`src/rtl/cirno_lsu.sv`:
```
// cirno_lsu: non-pipelined load/store stage between execute and writeback.
// It accepts one request at a time from execute and drives a single-outstanding
// req/gnt/rvld data bus. Load data is returned to writeback through a
// valid/ready handshake. A WAIT phase that lasts TIMEOUT cycles aborts with a
// bus error pulse.
// Optional feature: define CIRNO_LSU_MISALIGN_CHK_EN to reject requests with
// adr[1:0] != 0. A rejected load returns 0 and a rejected store is dropped.
// When the macro is not defined, the low address bits are ignored.
module cirno_lsu #(
  parameter int unsigned TIMEOUT = 255
) (
  input  logic        clk,
  input  logic        rst,
  input  logic        hs_ex4mem_val,
  output logic        hs_mem4ex_rdy,
  input  logic [31:0] i_mem_adr,
  input  logic [31:0] i_mem_d,
  input  logic        i_mem_ren,
  input  logic        i_mem_wen,
  input  logic [4:0]  i_rd_idx,
  output logic        o_bus_req,
  input  logic        i_bus_gnt,
  output logic [31:0] o_bus_adr,
  output logic [31:0] o_bus_wdat,
  output logic        o_bus_we,
  input  logic        i_bus_rvld,
  input  logic [31:0] i_bus_rdat,
  output logic        hs_mem4wb_val,
  input  logic        hs_wb4mem_rdy,
  output logic [4:0]  o_wb_rd_idx,
  output logic [31:0] o_wb_rd,
  output logic        o_bus_err
`ifdef CIRNO_LSU_MISALIGN_CHK_EN
  ,
  output logic        o_misalign
`endif
);

  typedef enum logic [1:0] {IDLE, REQ, WAIT, RESP} state_t;

  // The last WAIT cycle that can still accept a response has counter value
  // TIMEOUT-1. If no response arrives by then, the FSM leaves WAIT exactly
  // TIMEOUT cycles after it entered.
  localparam logic [15:0] CNT_LAST = 16'(TIMEOUT - 1);

  state_t      state;
  logic [15:0] cnt;
  logic        bad_align;

`ifdef CIRNO_LSU_MISALIGN_CHK_EN
  assign bad_align = (i_mem_adr[1:0] != 2'b00);
`else
  logic unused_adr_lo;
  assign unused_adr_lo = ^i_mem_adr[1:0];
  assign bad_align     = 1'b0;
`endif

  // Transaction FSM. All outputs are registered here, so no input path
  // reaches a bus output combinationally.
  // NOTE: sequential state uses nonblocking (<=) assignments only. This keeps
  // every flop sampling the pre-edge values regardless of statement order.
  always_ff @(posedge clk or posedge rst) begin
    if (rst) begin
      state         <= IDLE;
      cnt           <= '0;
      hs_mem4ex_rdy <= 1'b1;
      o_bus_req     <= 1'b0;
      o_bus_adr     <= '0;
      o_bus_wdat    <= '0;
      o_bus_we      <= 1'b0;
      hs_mem4wb_val <= 1'b0;
      o_wb_rd       <= '0;
      o_wb_rd_idx   <= '0;
      o_bus_err     <= 1'b0;
`ifdef CIRNO_LSU_MISALIGN_CHK_EN
      o_misalign    <= 1'b0;
`endif
    end else begin
      o_bus_err <= 1'b0;
`ifdef CIRNO_LSU_MISALIGN_CHK_EN
      o_misalign <= 1'b0;
`endif
      unique case (state)
        IDLE: begin
          // A request with neither ren nor wen is consumed without bus activity.
          if (hs_ex4mem_val && (i_mem_wen || i_mem_ren)) begin
            o_bus_adr   <= {i_mem_adr[31:2], 2'b00};
            o_bus_wdat  <= i_mem_d;
            o_bus_we    <= i_mem_wen;
            o_wb_rd_idx <= i_rd_idx;
            if (bad_align) begin
`ifdef CIRNO_LSU_MISALIGN_CHK_EN
              o_misalign <= 1'b1;
`endif
              // A misaligned store is dropped. A misaligned load returns zero.
              if (!i_mem_wen) begin
                o_wb_rd       <= '0;
                hs_mem4wb_val <= 1'b1;
                hs_mem4ex_rdy <= 1'b0;
                state         <= RESP;
              end
            end else begin
              o_bus_req     <= 1'b1;
              hs_mem4ex_rdy <= 1'b0;
              state         <= REQ;
            end
          end
        end
        REQ: begin
          if (i_bus_gnt) begin
            o_bus_req <= 1'b0;
            cnt       <= '0;
            state     <= WAIT;
          end
        end
        WAIT: begin
          cnt <= cnt + 16'd1;
          if (i_bus_rvld || cnt == CNT_LAST) begin
            o_bus_err <= !i_bus_rvld;
            if (o_bus_we) begin
              hs_mem4ex_rdy <= 1'b1;
              state         <= IDLE;
            end else begin
              o_wb_rd       <= i_bus_rvld ? i_bus_rdat : 32'h0000_0000;
              hs_mem4wb_val <= 1'b1;
              state         <= RESP;
            end
          end
        end
        RESP: begin
          if (hs_wb4mem_rdy) begin
            hs_mem4wb_val <= 1'b0;
            hs_mem4ex_rdy <= 1'b1;
            state         <= IDLE;
          end
        end
        default: state <= IDLE;
      endcase
    end
  end

endmodule

```
`config.mk`:
```
export PLATFORM = sky130hd
export DESIGN_NAME = cirno_lsu
export DESIGN_NICKNAME = d
export VERILOG_FILES = /design/src/rtl/cirno_lsu.sv
export SDC_FILE = /design/constraint.sdc
export NUM_CORES = 1
export LEC_CHECK = 0
export BUFFER_PORTS_ARGS = -buffer_cell sky130_fd_sc_hd__buf_2
export CORE_ASPECT_RATIO = 0.7
export CORE_UTILIZATION = 42
export DETAILED_ROUTE_END_ITERATION = 8
export PLACE_DENSITY = 0.71
export SYNTH_ARGS = -nofsm -noshare
export SYNTH_HDL_FRONTEND = slang
export SYNTH_SLANG_ARGS = --single-unit
```
`constraint.sdc`:
```
create_clock -name clk -period 4.7 [get_ports clk]
set_input_delay 0 -clock clk [delete_from_list [all_inputs] [get_ports clk]]
set_output_delay 0 -clock clk [all_outputs]
set_load 0.1 [all_outputs]
```
==> implementation parameters, run 1 <==
Parameter                              Value

Critical path
  Crit end category    flop
  Start of the worst register-to-register path    cnt[2]$_DFFE_PP0P_
  Largest fanout of any net on the critical path    33
  Type of the setup path with the least slack    reg -> reg
  Critical path data required time    4930 ps
  Endpoint of the worst-slack reg-to-reg timing path    o_wb_rd[15]$_DFFE_PP0P_
  CP Launch Type    flop
  Worst setup slack for register-to-register paths    2200 ps
  Critical Path AT    2720 ps
  Number of cells on the worst reg-to-reg path    4

Clock tree
  Max clock buf depth    2
  Clock Sink Count    122
  CTS buffer count    17
  Clock tree from TritonCTS    built
  Post-CTS setup repair buffer count    0
  Clock network latency to the later pin of the worst-skew pair    410 ps
  Root buf cell    sky130_fd_sc_hd__clkbuf_16
  Htree depth    4
  Reg clk slew, reported paths    60 ps
  Number of instances resized during post-cts repair    0

Global route
  First-pass GRT wire length    22.3 mm
  Antenna violations before repair    0
  Via count of the first global-routing pass    4,635
  Maximum number of pins on one net before global-route repair    70
  Global routing usage summed across all routing layers    22.9%
  GRT Residual Overflow    0

Final layout
  Diodes inserted    0
  Share of post-route cells with drive strength above 1    43.3%
  Syn-to-layout area delta    53.1%
  Number of nets at the end of the flow    842

Die
  Starting density of the core    43.7%
  Count of pins on the block boundary    215
  Placeable core region    11,900 sq um
  Die area    12,800 sq um
  Die Y-Extent    95.1 um
  Overall die width    135 um
  Number of rows created at floorplan    33

Synthesis
  Dominant synthesized flop cell    sky130_fd_sc_hd__dfrtp_1
  Most area-hungry cell type in the Yosys netlist    sky130_fd_sc_hd__dfrtp_1
  Most area-consuming cells after synthesis    sky130_fd_sc_hd__dfrtp_1 58%, sky130_fd_sc_hd__mux2_2 15%, sky130_fd_sc_hd__a22oi_1 4.6%
  Combined area of all synthesized cells    5200 sq um
  Seq/Total Area, Yosys    58.7%
  Adder-cell area share of the yosys netlist    0.481%
  Share of cell area taken by muxes after synthesis    14.9%
  Syn Inst Count    424
  Yosys cell types    49
  Complex-gate fraction of the synthesized area    13.1%
  Share of flip-flops with an asynchronous set or reset    100%
  Main combinational cell family by area after synthesis    multiplexers
  Area share of the largest cell type after synthesis    58.2%
  Yosys synthesis warning count    0
  Mean area per synthesized cell    12.3 sq um
  Simple-gate area share of the yosys netlist    6.11%
  Synth Area in XOR/XNOR    0.505%
  Count of flip-flops with a built-in enable after synthesis    0
  Flops & latches, synth    122

Routing
  DR vias/cell    5.08
  Routed WL per cell    15.6 um
  DRC errors left    0
  Number of nets with antenna violations after routing    0
  Final WL    14.0 mm
  Number of vias in the routed layout    4,572
  DRC marker count from the first detailed-route iteration    256
  Router iterations before antenna repair    5

STA
  Post-route fraction of the period consumed by the critical path    53.2%
  Final min period    2500 ps
  Upper clock frequency limit    400 MHz
  Max-slew violation total from the final report    0
  Number of setup violations in the final report    0
  Total Neg Setup Slack    0 ps
  Final number of hold-violating endpoints    0
  Headroom to the max-slew limit    23.4%
  Unrepaired setup endpoints after global routing    false
  Worst Tran Pin Value    1150 ps
  Clock skew    10.3 ps

Place
  Number of buffers inserted by port buffering    210
  Post-DP HPWL    8.21 mm
  Routability Congestion    0.803

Min path
  Path category of the worst min-delay check    in -> async

Run
  Count of maximum capacitance violations    0

Status
  Status    completed
==> critical path, cell delays in order, from the launching register on <==
cell and delay [ps]:
sky130_fd_sc_hd__dfrtp_1 390, sky130_fd_sc_hd__and3_1 490, sky130_fd_sc_hd__nand4_2 240, sky130_fd_sc_hd__o21ai_2 950, sky130_fd_sc_hd__o21ai_0 240
==> worst max-delay path by stage <==
stage | endpoint | slack [ps] | cells after the start | from
global placement | o_wb_rd[20]$_DFFE_PP0P_ | 2320 | 4 | cnt[2]$_DFFE_PP0P_
finish | o_wb_rd[15]$_DFFE_PP0P_ | 2200 | 4 | cnt[2]$_DFFE_PP0P_
floorplan | cnt[0]$_DFFE_PP0P_ | 1460 | 1 | rst
global route | o_wb_rd[30]$_DFFE_PP0P_ | 1840 | 4 | cnt[2]$_DFFE_PP0P_
detailed placement | o_wb_rd[31]$_DFFE_PP0P_ | 2210 | 4 | cnt[2]$_DFFE_PP0P_
CTS | o_wb_rd[15]$_DFFE_PP0P_ | 2160 | 4 | cnt[2]$_DFFE_PP0P_
==> logic make-up (layout without fill, tap and decap cells) <==
logic type,after synthesis,in the layout
DFF,122,122
AOI/OAI and AO/OA,107,107
muxes,69,69
buffers and inverters,68,386
and+or+nand+nor,52,52
xor gates and xnor gates,3,3
adders and majority gates,2,2
other,1,2
==> Yosys cell counts (2+ instances only) <==
library cell and count:
sky130_fd_sc_hd__a21oi_1 5, sky130_fd_sc_hd__a22oi_1 32, sky130_fd_sc_hd__a31oi_1 3, sky130_fd_sc_hd__a32o_1 2
sky130_fd_sc_hd__a41oi_1 4, sky130_fd_sc_hd__and2_1 3, sky130_fd_sc_hd__and3_1 3, sky130_fd_sc_hd__buf_2 14
sky130_fd_sc_hd__buf_4 10, sky130_fd_sc_hd__clkbuf_1 5, sky130_fd_sc_hd__dfrtp_1 121, sky130_fd_sc_hd__ha_1 2
sky130_fd_sc_hd__inv_1 38, sky130_fd_sc_hd__mux2_2 69, sky130_fd_sc_hd__nand2_1 10, sky130_fd_sc_hd__nand2b_1 3
sky130_fd_sc_hd__nand3_1 8, sky130_fd_sc_hd__nand4_1 4, sky130_fd_sc_hd__nor2_1 5, sky130_fd_sc_hd__o211ai_1 2
sky130_fd_sc_hd__o21a_1 2, sky130_fd_sc_hd__o21ai_0 36, sky130_fd_sc_hd__o21ai_1 11, sky130_fd_sc_hd__o22ai_1 2
sky130_fd_sc_hd__o31ai_1 2, sky130_fd_sc_hd__o41ai_1 2, sky130_fd_sc_hd__or4_1 2, sky130_fd_sc_hd__xor2_1 3
==> final cells by class <==
class	count	area, sq um
fill	849	3930
sequential	122	3050
timing repair buffer	317	2110
multi-input combinational	235	1840
clock buffer	18	439
tap	157	196
clock inverter	13	168
inverter	38	145
==> layout by cell type, fill, tap and decap left out, types with 4 or more instances in the layout <==
cell type	n
sky130_fd_sc_hd__dlygate4sd3_1	104
sky130_fd_sc_hd__clkbuf_16	17
sky130_fd_sc_hd__nand2_1	10
sky130_fd_sc_hd__nand4_1	4
sky130_fd_sc_hd__a41oi_1	4
sky130_fd_sc_hd__nand3_1	8
sky130_fd_sc_hd__dfrtp_1	121
sky130_fd_sc_hd__a22oi_1	32
sky130_fd_sc_hd__buf_2	210
sky130_fd_sc_hd__nor2_1	5
sky130_fd_sc_hd__inv_1	37
sky130_fd_sc_hd__a21oi_1	5
sky130_fd_sc_hd__mux2_2	69
sky130_fd_sc_hd__o21ai_0	36
sky130_fd_sc_hd__o21ai_1	11
==> state kept, by name, indices dropped and copies added (netlist names) <==
signal         count
o_bus_we           1
o_bus_adr         30
o_wb_rd_idx        5
o_bus_err          1
o_bus_wdat        32
hs_mem4ex_rdy      1
o_wb_rd           32
cnt               16
state              2
hs_mem4wb_val      1
o_bus_req          1
==> layer usage <==
metal | part of all wire [%] | global-route usage, % | up-vias
met2 | 51 | 40.4 | 199
li1 | - | - | 2125
met3 | 7.1 | 6.06 | 31
met4 | 2.5 | 10.8 | 0
met5 | 0 | 0 | -
met1 | 40 | 26.3 | 2217
==> timing repair <==
item                                    4_1_cts  5_1_grt
hold endpoints to repair                    168        0
hold buffers                                104        0
endpoints found under the setup margin        0        0
==> metrics by stage <==
stage | hold WS [ps] | cell area, sq um | cells | utilization [%] | setup WS [ps]
2_1_floorplan | 72.7 | 5200 | 425 | - | 1460
3_3_place_gp | 181 | 6310 | 765 | 53.1 | 2320
3_5_place_dp | 183 | 6310 | 765 | 53.1 | 2210
4_1_cts | 295 | 7960 | 900 | 66.9 | 2160
5_1_grt | 316 | 7960 | 900 | 66.9 | 1840
6_report | 287 | 7960 | 900 | 66.9 | 2200
Power of run 1 is left out: the tool's default activity adds up to more than one toggle a clock period on the data nets, which glitch-free logic cannot reach.
==> run 2: changes to the inputs <==
--- a/config.mk
+++ b/config.mk
@@ -9,7 +9,7 @@
 export CORE_ASPECT_RATIO = 0.7
 export CORE_UTILIZATION = 42
 export DETAILED_ROUTE_END_ITERATION = 8
-export PLACE_DENSITY = 0.71
+export PLACE_DENSITY = 0.74
 export SYNTH_ARGS = -nofsm -noshare
 export SYNTH_HDL_FRONTEND = slang
 export SYNTH_SLANG_ARGS = --single-unit
==> constraint.sdc (replaced) <==
create_clock -name clk -period 2.2 [get_ports clk]
set_input_delay 0 -clock clk [delete_from_list [all_inputs] [get_ports clk]]
set_output_delay 0 -clock clk [all_outputs]
set_load 0.1 [all_outputs]
==> run 2 against run 1 <==
Compared with the run above: via count up 1.2%; clock skew is essentially flat; final cell count grew 0.89%; critical path type unchanged; largest cell class unchanged.
==> implementation parameters, run 2 (synthesized netlist as in run 1, its figures left out) <==
Parameter                              Value

Clock tree
  Post-CTS setup repair buffer count    0 (unchanged)
  Htree depth    4 (unchanged)
  Clock Sink Count    122 (unchanged)
  Reg clk slew, reported paths    60 ps (about the same)
  CTS buffer count    17 (unchanged)
  Root buf cell    sky130_fd_sc_hd__clkbuf_16
  Clock network latency to the later pin of the worst-skew pair    400 ps (about the same)
  Max clock buf depth    2 (unchanged)
  Clock tree from TritonCTS    built
  Number of instances resized during post-cts repair    0 (unchanged)

Die
  Number of rows created at floorplan    33 (unchanged)
  Overall die width    135 um (unchanged)
  Die Y-Extent    95.1 um (unchanged)
  Placeable core region    11,900 sq um (unchanged)
  Die area    12,800 sq um (unchanged)
  Starting density of the core    43.7% (unchanged)
  Count of pins on the block boundary    215 (unchanged)

Global route
  GRT Residual Overflow    0 (unchanged)
  Global routing usage summed across all routing layers    24.5% (+1.6 points)
  Antenna violations before repair    0 (unchanged)
  First-pass GRT wire length    23.9 mm (+7.2%)
  Maximum number of pins on one net before global-route repair    123 (+76%)
  Via count of the first global-routing pass    4,720 (+1.8%)

Critical path
  Critical path data required time    2460 ps (-2470 ps)
  Type of the setup path with the least slack    reg -> reg
  Crit end category    flop
  Critical Path AT    2110 ps (-610 ps)
  Largest fanout of any net on the critical path    29 (-12%)
  CP Launch Type    flop

Routing
  Routed WL per cell    16.4 um (+5.3%)
  Router iterations before antenna repair    4 (-1)
  DRC marker count from the first detailed-route iteration    262 (+2.3%)
  DR vias/cell    5.10 (+0.33%)
  Number of nets with antenna violations after routing    0 (unchanged)
  DRC errors left    0 (unchanged)
  Final WL    14.9 mm (+6.3%)
  Number of vias in the routed layout    4,628 (+1.2%)

STA
  Upper clock frequency limit    541 MHz (+35%)
  Number of setup violations in the final report    0 (unchanged)
  Post-route fraction of the period consumed by the critical path    84.1% (+31 points)
  Unrepaired setup endpoints after global routing    false
  Headroom to the max-slew limit    56.7% (+33 points)
  Clock skew    10.0 ps (-0.208 ps)
  Final number of hold-violating endpoints    0 (unchanged)
  Max-slew violation total from the final report    0 (unchanged)
  Final min period    1850 ps (-649 ps)
  Total Neg Setup Slack    0 ps (unchanged)
  Worst Tran Pin Value    650 ps (-498 ps)

Place
  Number of buffers inserted by port buffering    210 (unchanged)
  Post-DP HPWL    8.67 mm (+5.5%)
  Routability Congestion    0.819 (+2.1%)

Final layout
  Share of post-route cells with drive strength above 1    43.7% (+0.34 points)
  Diodes inserted    0 (unchanged)
  Number of fill cells in the layout    828 (-2.5%)
  Number of nets at the end of the flow    849 (+0.83%)
  Biggest regs    o_bus_wdat x32, o_wb_rd x32, o_bus_adr x30
  Highest-count cells in the layout ignoring fill and taps    210 x sky130_fd_sc_hd__buf_2, 121 x sky130_fd_sc_hd__dfrtp_1, 104 x sky130_fd_sc_hd__dlygate4sd3_1, 69 x sky130_fd_sc_hd__mux2_2, 37 x sky130_fd_sc_hd__inv_1
  Syn-to-layout area delta    54.8%
  Leading cell type in the layout, fill and taps excluded    sky130_fd_sc_hd__buf_2

Min path
  Path category of the worst min-delay check    in -> reg

Status
  Status    completed

Run
  Count of maximum capacitance violations    0 (unchanged)
[run 2: critical path, cell delays in order (launching register included)]
cell                      delay [ps]
sky130_fd_sc_hd__dfrtp_1         410
sky130_fd_sc_hd__inv_1            70
sky130_fd_sc_hd__ha_1            140
sky130_fd_sc_hd__nor4b_2         240
sky130_fd_sc_hd__nand4_2         200
sky130_fd_sc_hd__o21ai_2         190
sky130_fd_sc_hd__buf_4           290
sky130_fd_sc_hd__o21ai_0         160
[run 2: routing by layer]
layer | share of wire, % | global-route usage (%) | wire (um) | vias to the layer above
met5 | 0 | 0 | 0 | -
met4 | 2.0 | 10.0 | 291 | 0
met3 | 6.9 | 7.60 | 1020 | 20
met2 | 50 | 42.2 | 7450 | 201
met1 | 41 | 28.8 | 6140 | 2263
li1 | - | - | - | 2144
[run 2: worst paths after layout]
path	startpoint	to	slack [ps]	depth (start not counted)
max	cnt[0]$_DFFE_PP0P_	o_wb_rd[23]$_DFFE_PP0P_	350	7
min	hs_ex4mem_val	hs_mem4ex_rdy$_DFFE_PP1P_	320	5
max reg2reg	cnt[0]$_DFFE_PP0P_	o_wb_rd[23]$_DFFE_PP0P_	350	7
min reg2reg	o_bus_req$_DFFE_PP0P_	o_bus_req$_DFFE_PP0P_	480	1
max in group asynchronous	rst	cnt[0]$_DFFE_PP0P_	1370	4
min in group asynchronous	rst	o_bus_adr[26]$_DFFE_PP0P_	330	4
[run 2: area by class of cell]
cell class                 count  area (sq um)  share of cell area (%)
clock buffer                  19           433                    5.38
clock inverter                13           170                    2.11
inverter                      38           146                    1.82
multi-input combinational    235          1840                    22.9
sequential                   122          3050                    38.0
tap                          157           196                    2.44
timing repair buffer         324          2200                    27.4
[run 2: metrics by stage]
step,hold slack [ps],instance area (sq um),util [%],worst slack [ps],std cells
after floorplan,72.7,5210,-,271,425
after global routing,336,8050,67.7,198,908
after detailed placement,207,6400,53.9,370,772
after CTS,314,8050,67.7,359,908
final,322,8050,67.7,350,908
after global placement,211,6400,53.9,427,772
[run 2: what timing repair did]
item	4_1_cts	5_1_grt
hold buffers	104	0
endpoints found under the setup margin	0	0
hold endpoints to repair	225	0
Power of run 2 is left out for the same reason.
